$ cat src/rtl/window_monitor_pkg.sv
// Shared definitions for the window monitor: FSM encoding and the window
// constants agreed with the upstream phase-counter stage.
package window_monitor_pkg;

    typedef enum logic [1:0] {
        IDLE   = 2'd0,
        OPEN   = 2'd1,
        REPORT = 2'd2,
        DRAIN  = 2'd3
    } mon_state_t;

    localparam int WIN_EXP_LEN = 2;
    localparam int WIN_MAX_LEN = 7;

endpackage

$ cat src/rtl/window_monitor_sat_counter.sv
// Saturating up-counter with synchronous clear; clear wins over increment.
module window_monitor_sat_counter #(
    parameter int W = 8
) (
    input  logic         CLK,
    input  logic         RSTN,
    input  logic         clr,
    input  logic         inc,
    output logic [W-1:0] count
);

    logic [W-1:0] count_reg;

    always_ff @(posedge CLK or negedge RSTN) begin
        if (!RSTN) begin
            count_reg <= '0;
        end else if (clr) begin
            count_reg <= '0;
        end else if (inc && (count_reg != '1)) begin
            count_reg <= count_reg + W'(1);
        end
    end

    assign count = count_reg;

endmodule

$ cat src/rtl/window_monitor.sv
// Measures width and opening phase of each upstream window and reports them
// over a valid/ready interface, with completed-window count and sticky flags.
module window_monitor
    import window_monitor_pkg::*;
#(
    parameter int CNT_W   = 3,
    parameter int LEN_W   = 4,
    parameter int NUM_W   = 8,
    parameter int EXP_LEN = WIN_EXP_LEN,
    parameter int MAX_LEN = WIN_MAX_LEN
) (
    input  logic             CLK,
    input  logic             RSTN,
    input  logic             en,
    input  logic             clr,
    input  logic             win_in,
    input  logic [CNT_W-1:0] cyc_cnt,
    input  logic             rpt_ready,
    output logic             rpt_valid,
    output logic [LEN_W-1:0] rpt_len,
    output logic [CNT_W-1:0] rpt_start,
    output logic             rpt_err,
    output logic [NUM_W-1:0] win_count,
    output logic             err_sticky,
    output logic             ovr_sticky
);

    localparam logic [LEN_W-1:0] MAX_L = LEN_W'(MAX_LEN);
    localparam logic [LEN_W-1:0] EXP_L = LEN_W'(EXP_LEN);

    mon_state_t       state_reg, state_next;
    logic             win_d_reg;
    logic [LEN_W-1:0] len_reg, len_next;
    logic [CNT_W-1:0] start_reg, start_next;
    logic [LEN_W-1:0] rpt_len_reg, rpt_len_next;
    logic             rpt_err_reg, rpt_err_next;
    logic             to_pend_reg, to_pend_next;
    logic             err_sticky_reg, ovr_sticky_reg;
    logic             arm, hs, drop;

    assign arm = win_in & ~win_d_reg & en;
    assign hs  = rpt_valid & rpt_ready;

    always_ff @(posedge CLK or negedge RSTN) begin
        if (!RSTN) begin
            state_reg   <= IDLE;
            win_d_reg   <= 1'b0;
            len_reg     <= '0;
            start_reg   <= '0;
            rpt_len_reg <= '0;
            rpt_err_reg <= 1'b0;
            to_pend_reg <= 1'b0;
        end else begin
            state_reg   <= state_next;
            win_d_reg   <= win_in;
            len_reg     <= len_next;
            start_reg   <= start_next;
            rpt_len_reg <= rpt_len_next;
            rpt_err_reg <= rpt_err_next;
            to_pend_reg <= to_pend_next;
        end
    end

    always_comb begin
        state_next   = state_reg;
        len_next     = len_reg;
        start_next   = start_reg;
        rpt_len_next = rpt_len_reg;
        rpt_err_next = rpt_err_reg;
        to_pend_next = to_pend_reg;
        drop         = 1'b0;
        case (state_reg)
            IDLE: begin
                if (arm) begin
                    start_next = cyc_cnt;
                    len_next   = LEN_W'(1);
                    state_next = OPEN;
                end
            end
            OPEN: begin
                if (win_in) begin
                    if (len_reg < MAX_L) begin
                        len_next = len_reg + LEN_W'(1);
                    end else begin
                        // Timed out: report now, then swallow the rest of the window.
                        rpt_len_next = MAX_L;
                        rpt_err_next = 1'b1;
                        to_pend_next = 1'b1;
                        state_next   = REPORT;
                    end
                end else begin
                    rpt_len_next = len_reg;
                    rpt_err_next = (len_reg != EXP_L);
                    state_next   = REPORT;
                end
            end
            REPORT: begin
                if (rpt_ready) begin
                    if (to_pend_reg) begin
                        state_next = DRAIN;
                        drop       = arm;
                    end else if (arm) begin
                        start_next = cyc_cnt;
                        len_next   = LEN_W'(1);
                        state_next = OPEN;
                    end else begin
                        state_next = IDLE;
                    end
                end else begin
                    drop = arm;
                end
            end
            DRAIN: begin
                drop = arm;
                if (!win_in) begin
                    state_next   = IDLE;
                    to_pend_next = 1'b0;
                end
            end
            default: state_next = IDLE;
        endcase
    end

    always_ff @(posedge CLK or negedge RSTN) begin
        if (!RSTN) begin
            err_sticky_reg <= 1'b0;
            ovr_sticky_reg <= 1'b0;
        end else if (clr) begin
            err_sticky_reg <= 1'b0;
            ovr_sticky_reg <= 1'b0;
        end else begin
            if (hs && rpt_err_reg) err_sticky_reg <= 1'b1;
            if (drop)              ovr_sticky_reg <= 1'b1;
        end
    end

    window_monitor_sat_counter #(
        .W (NUM_W)
    ) u_win_count (
        .CLK   (CLK),
        .RSTN  (RSTN),
        .clr   (clr),
        .inc   (hs),
        .count (win_count)
    );

    assign rpt_valid  = (state_reg == REPORT);
    assign rpt_len    = rpt_len_reg;
    assign rpt_start  = start_reg;
    assign rpt_err    = rpt_err_reg;
    assign err_sticky = err_sticky_reg;
    assign ovr_sticky = ovr_sticky_reg;

endmodule
$ cat config.mk
export PLATFORM = sky130hd
export DESIGN_NAME = window_monitor
export DESIGN_NICKNAME = d
export VERILOG_FILES = /design/src/rtl/window_monitor_pkg.sv /design/src/rtl/window_monitor_sat_counter.sv /design/src/rtl/window_monitor.sv
export SDC_FILE = /design/constraint.sdc
export NUM_CORES = 1
export LEC_CHECK = 0
export ABC_AREA = 1
export CAP_MARGIN = 10
export CORE_ASPECT_RATIO = 0.8
export CORE_MARGIN = 2
export CORE_UTILIZATION = 51
export CTS_CLUSTER_DIAMETER = 200
export DETAILED_ROUTE_END_ITERATION = 7
export PLACE_DENSITY_LB_ADDON = 0.08
export SETUP_SLACK_MARGIN = 0.4
export SYNTH_ARGS = -nofsm -noshare
export SYNTH_HDL_FRONTEND = slang
export SYNTH_HIERARCHICAL = 1
export SYNTH_SLANG_ARGS = --single-unit
$ cat constraint.sdc
create_clock -name CLK -period 1.9 [get_ports CLK]
set_clock_uncertainty 0.2 [all_clocks]
set_input_delay 0.19 -clock CLK [delete_from_list [all_inputs] [get_ports CLK]]
set_output_delay 0.19 -clock CLK [all_outputs]
set_load 0.05 [all_outputs]
### Word level (Yosys, flattened, before mapping)

Cells that the tools add are included.

| cells by class | value |
|---|---|
| $add $sub $neg | 2 |
| magnitude comparators | 1 |
| eq/ne operators | 14 |
| mux-type cells | 34 |
| bitwise gates (word level) | 4 |
| reduce and logical (&&, ||, !) cells | 14 |

Operators by type and width:

| operator | number |
|---|---|
| $mux 4 | 7 |
| $mux 8 | 2 |
| $ne 2x2->1 const B | 8 |
| $mux 2 | 6 |
| $pmux 4 s3 | 1 |
| $mux 1 | 11 |
| $reduce_bool 2->1 | 5 |
| $mux 3 | 3 |
| $add 8x1->8 const B | 1 |
| $ne 8x8->1 const B | 1 |
| $pmux 2 s4 | 1 |
| $reduce_and 4->1 | 2 |
| $pmux 3 s2 | 1 |
| $reduce_and 5->1 | 1 |
| $add 4x1->4 const B | 1 |
| $eq 2x2->1 const B | 2 |
| $lt 4x3->1 const B | 1 |
| $ne 4x2->1 const B | 1 |
| $pmux 1 s2 | 2 |
| $and 1x1->1 | 3 |
| $ne 3x3->1 const B | 1 |
| $reduce_and 3->1 | 1 |
| $reduce_bool 3->1 | 1 |
| $eq 2x1->1 const B | 1 |
| 4 further kinds | 5 |

| storage, ports and cells | value |
|---|---|
| bits in registers | 26 |
| input bits | 9 |
| output and inout bits | 19 |
| word-level logic and storage cells | 79 |

### Logic depth before layout (Yosys ltp)

| logic depth | value |
|---|---|
| word-level depth | 8 |
| gate-level depth with buffers | 9 |
| depth with buffers taken out | 9 |

### Hierarchy

Netlist, hierarchy kept.

Modules (own cells, without submodules):

| module | times used | cells each | area an instance (um^2) | seq. area each (um^2) |
|---|---|---|---|---|
| window_monitor | 1 | 117 | 998.5 | 450.4 |
| window_monitor_sat_counter | 1 | 74 | 511.7 | 200.2 |

### Least setup slack after synthesis

OpenSTA, ideal clock, no wires.

| path | value |
|---|---|
| kind | reg2reg |
| start point | register u_win_count.count_reg[1] (netlist: u_win_count/count[1]) |
| end point | register u_win_count.count_reg[3] (netlist: u_win_count/count[3]) |
| library setup time | 66 ps |
| data arrival time | 1501 ps |
| required time | 1634 ps |
| slack | 133 ps |
| cell stages (with the launch flop) | 10 |
| path buffers | 0 |
| clock period less this slack | 1767 ps |
| cell sequence | dfrtp_1 -> ha_1 -> nand2_2 -> nor2_2 -> nand2_1 -> nand2_2 -> nand2_4 -> clkinv_4 -> nand2_1 -> nand2_1 |

| on the way | value |
|---|---|
| longest elaborated chain between the ends | 3 |
| elaborated cells on any way between the ends | 6 |
| classes of those cells | add/sub (1); eq/ne (1); mux (2); reduce/logical (2) |

Ends and longest elaborated chain:

| what | RTL line | text |
|---|---|---|
| start: declaration | window_monitor_sat_counter.sv:12 | `logic [W-1:0] count_reg;` |
| start signal: assignment | window_monitor_sat_counter.sv:20 | `count_reg <= count_reg + W'(1);` |
| $add 8x1->8 or $ne 8x8->1 (tied branches) | window_monitor_sat_counter.sv:20, window_monitor_sat_counter.sv:19 |  |
| $mux 8 or $logic_and 1x1->1 (tied branches) | window_monitor_sat_counter.sv:19 | `end else if (inc && (count_reg != '1)) begin` |
| $mux 8 or $reduce_bool 2->1 (tied branches) | - |  |

Several ways; a longest one is shown, not always the timed one. The select of a mux whose other input is x is not followed.
A chain may end at the register's enable or synchronous reset.

### Final worst setup path

| path | value |
|---|---|
| start point | register state_reg[0] |
| end point | register u_win_count.count_reg[3] (netlist: u_win_count/count[3]) |

| on the way | value |
|---|---|
| longest elaborated chain between the ends | 4 |

Ends and longest elaborated chain:

| what | RTL line | text |
|---|---|---|
| start: declaration | window_monitor.sv:31 | `mon_state_t state_reg, state_next;` |
| start signal: assignment | window_monitor.sv:54 | `state_reg <= state_next;` |
| $eq 2x2->1 | window_monitor.sv:147 | `assign rpt_valid = (state_reg == REPORT);` |
| $and 1x1->1 | window_monitor.sv:42 | `assign hs = rpt_valid & rpt_ready;` |
| named net hs | window_monitor.sv:39 | `logic arm, hs, drop;` |
| $logic_and 1x1->1 | window_monitor_sat_counter.sv:19 |  |
| $reduce_bool 2->1 (no line) | - |  |

The timed path passes the listed nets, and every way through them passes these cells.

==> impl_metrics.toml <==
[run_status]
outcome = "complete, no violations"

[final_layout]
multi_input_area_um2 = 854.6
final_common_cell = "nand2_1"
final_cell_area_um2 = 2140
area_growth_pct = 41.67
nets = 250
drive_gt1_frac = 0.3671
diodes = 0
layout_common_cells = "nand2_1 (45), buf_4 (25), inv_1 (23)"
largest_reg_flops = 8
seq_area_um2 = 659.4
fillCellCount = 192

[pwr]
pwr-share-comb = 0.517
power_leakage_nw = 1.047
p_sw_frac = 0.4659
p_seq_frac = 0.317
p_int_mw = 1.505
pwr-share-clk = 0.166
p_total_mw = 2.819
p_per_area_nw_per_um2 = 1318
switchingPower_mw = 1.313
peakVddDrop_uv = 804.4

[worst_setup_path]
slowest_stage = "dfrtp_2"
worstPathRequired_ps = 1870
r2r-start = "state_reg[0]"
worstPathArrival_ps = 1530
rr_worst_depth = 7
startpoint_type = "register"
crit_path_start = "state_reg[0]"
cp_max_fo = 6
reg2reg_to = "u_win_count/count[3]"
critical_path.cell_chain = "nor3_4, buf_6, nand2_4, nand2_4, clkinv_4, nand2_1, nand2_1"
critPathKind = "reg2reg"
worst_setup_path_end_kind = "register"
cp_slowest_stage_delay_ps = 500
reg2reg_slack_ps = 340

[timing]
min_period_ps = 1561
max_freq_mhz = 640.8
hold_violations = 0
fin_setup_tns_ps = 0
slew_violations = 0
setup_slack_ps = 339.5
rsz0062_at_grt = "true"
relSlewSlack = 0.7183
setup_viol = 0
finalCritPeriodShare = 0.8213
worstMarginPinSlew_ps = 422.5

[yosys]
netlist.area_leader.share = 0.4308
ys_warn_count = 6
syn_area_um2 = 1510
ys_ff_latch = 26
ys_seq_area_frac = 0.4308
synth_area_per_cell_um2 = 7.907
syn_inst = 191
yosys.area.top_type = "dfrtp_1"
synth_nets = 203
synthDistinctLibCells = 30
yosys-top-cells-area = "dfrtp_1 (43%), nand2_1 (13%), inv_1 (6.0%)"

[floorplan]
num_rows = 17
fp.dieW_um = 64.84
ioPinCount = 28
die_h_um = 52.67
core_um2 = 2786
die_area_um2 = 3415
start_util = 0.5420

[placed_design]
dp_slack_ps = 77.80
io_buffer_count = 27
place_congestion = 0.8628
place_area_um2 = 1871
hpwl_um = 2616

[global_route]
grt_pass1_wl_um = 6251
gr-usage-all-layers = 0.2443
grt_max_degree = 17
antenna_found_initial = 0
gr-total-overflow = 0
grt_pass1_vias = 1410

[job]
drv_cap = 0

[detailed_routing]
drc = 0
ant_nets = 0
drt_wl_total_um = 3997
post_drt_wl_per_cell_um = 14.53
drt_iter0_drc = 111
viasPerCell = 5.404
firstDrtPassIters = 4
vias = 1486

[clock_tree]
cts_buffers = 3
clockBufferDepth = 2
root_buffer = "clkbuf_8"
cts_tree = "built"
cts_htree_levels = 1
clk_latency_ps = 280
clk_pin_slew_ps = 100
clock-sinks = 26

[hold_path]
worstHoldPathType = "in2async"
[worst max-delay path, delay by kind of cell, from the launching register on]
family                 cells  cell delay (ps)
buffers and inverters      2              240
and+or+nand+nor            5              500
DFF                        1              500
[cell families after synthesis]
| family | after synthesis | synth area share |
|---|---|---|
| and+or+nand+nor | 107 | 0.3621 |
| buffers and inverters | 30 | 0.08451 |
| DFF | 26 | 0.4308 |
| AOI/OAI and AO/OA | 25 | 0.09777 |
| adders and majority gates | 3 | 0.02486 |
[timing repair]
item,4_1_cts,5_1_grt
pin swaps,5,6
hold buffers,0,0
resized for setup,30,18
gates cloned,0,0
setup endpoints to repair,28,19
buffers inserted,10,2
[power groups by stage]
stage / logic [mW] / clock network, mW / registers (mW)
floorplan: 0.584 / 0 / 1.17
global placement: 1.24 / 0 / 0.875
detailed placement: 1.26 / 0 / 0.887
CTS: 1.38 / 0.475 / 0.869
global route: 1.55 / 0.488 / 0.906
finish: 1.46 / 0.468 / 0.893
[routing by layer]
metal | routed length (um) | track usage | part of all wire | vias up
li1 | - | - | - | 708
met1 | 1731 | 0.3119 | 0.43 | 709
met2 | 1953 | 0.4072 | 0.49 | 65
met3 | 268 | 0.05161 | 0.067 | 4
met4 | 44 | 0.09929 | 0.011 | 0
met5 | 0 | 0 | 0 | -
[worst max path at each step]
stage	slack, ps	to
5_1_grt	290	u_win_count/count[2]
2_1_floorplan	350	u_win_count/count[6]
4_1_cts	390	len_reg[2]
6_report	340	u_win_count/count[3]
3_3_place_gp	100	u_win_count/count[7]
3_5_place_dp	80	u_win_count/count[7]
[cells in the mapped netlist]
cell,count
buf_6,1
dfrtp_1,26
or2_0,1
inv_1,24
nand3_2,2
nand3_1,17
inv_4,1
a21oi_1,8
inv_2,3
nand4_1,3
o21a_1,1
nor3_1,3
o21ai_2,1
nor2_4,1
nor2_8,1
o21ai_0,5
nor2_2,3
nor3b_1,1
nand2_4,1
a21oi_2,1
nand3_4,1
nand4_2,1
nor2_1,11
nand4_4,1
o21bai_1,5
ha_1,3
o21ai_1,4
clkinv_4,1
nand2_1,54
nand2_2,6
[layout make-up]
class / count / area share
Sequential cell: 26 / 0.3082
Clock buffer: 3 / 0.01930
Inverter: 29 / 0.05556
Multi-Input combinational cell: 135 / 0.3994
Tap cell: 38 / 0.02222
Timing Repair Buffer: 43 / 0.1813
Clock inverter: 1 / 0.01404
[stage by stage]
step / hold WS [ps] / cells / utilization
finish: 30.17 / 275 / 0.7678
global route: 44.29 / 275 / 0.7678
CTS: 32.65 / 273 / 0.7396
detailed placement: 289.4 / 259 / 0.6713
global placement: 268.2 / 259 / 0.6713
floorplan: -305.6 / 191 / -
Note: power is estimated with default switching activity, not from simulation.
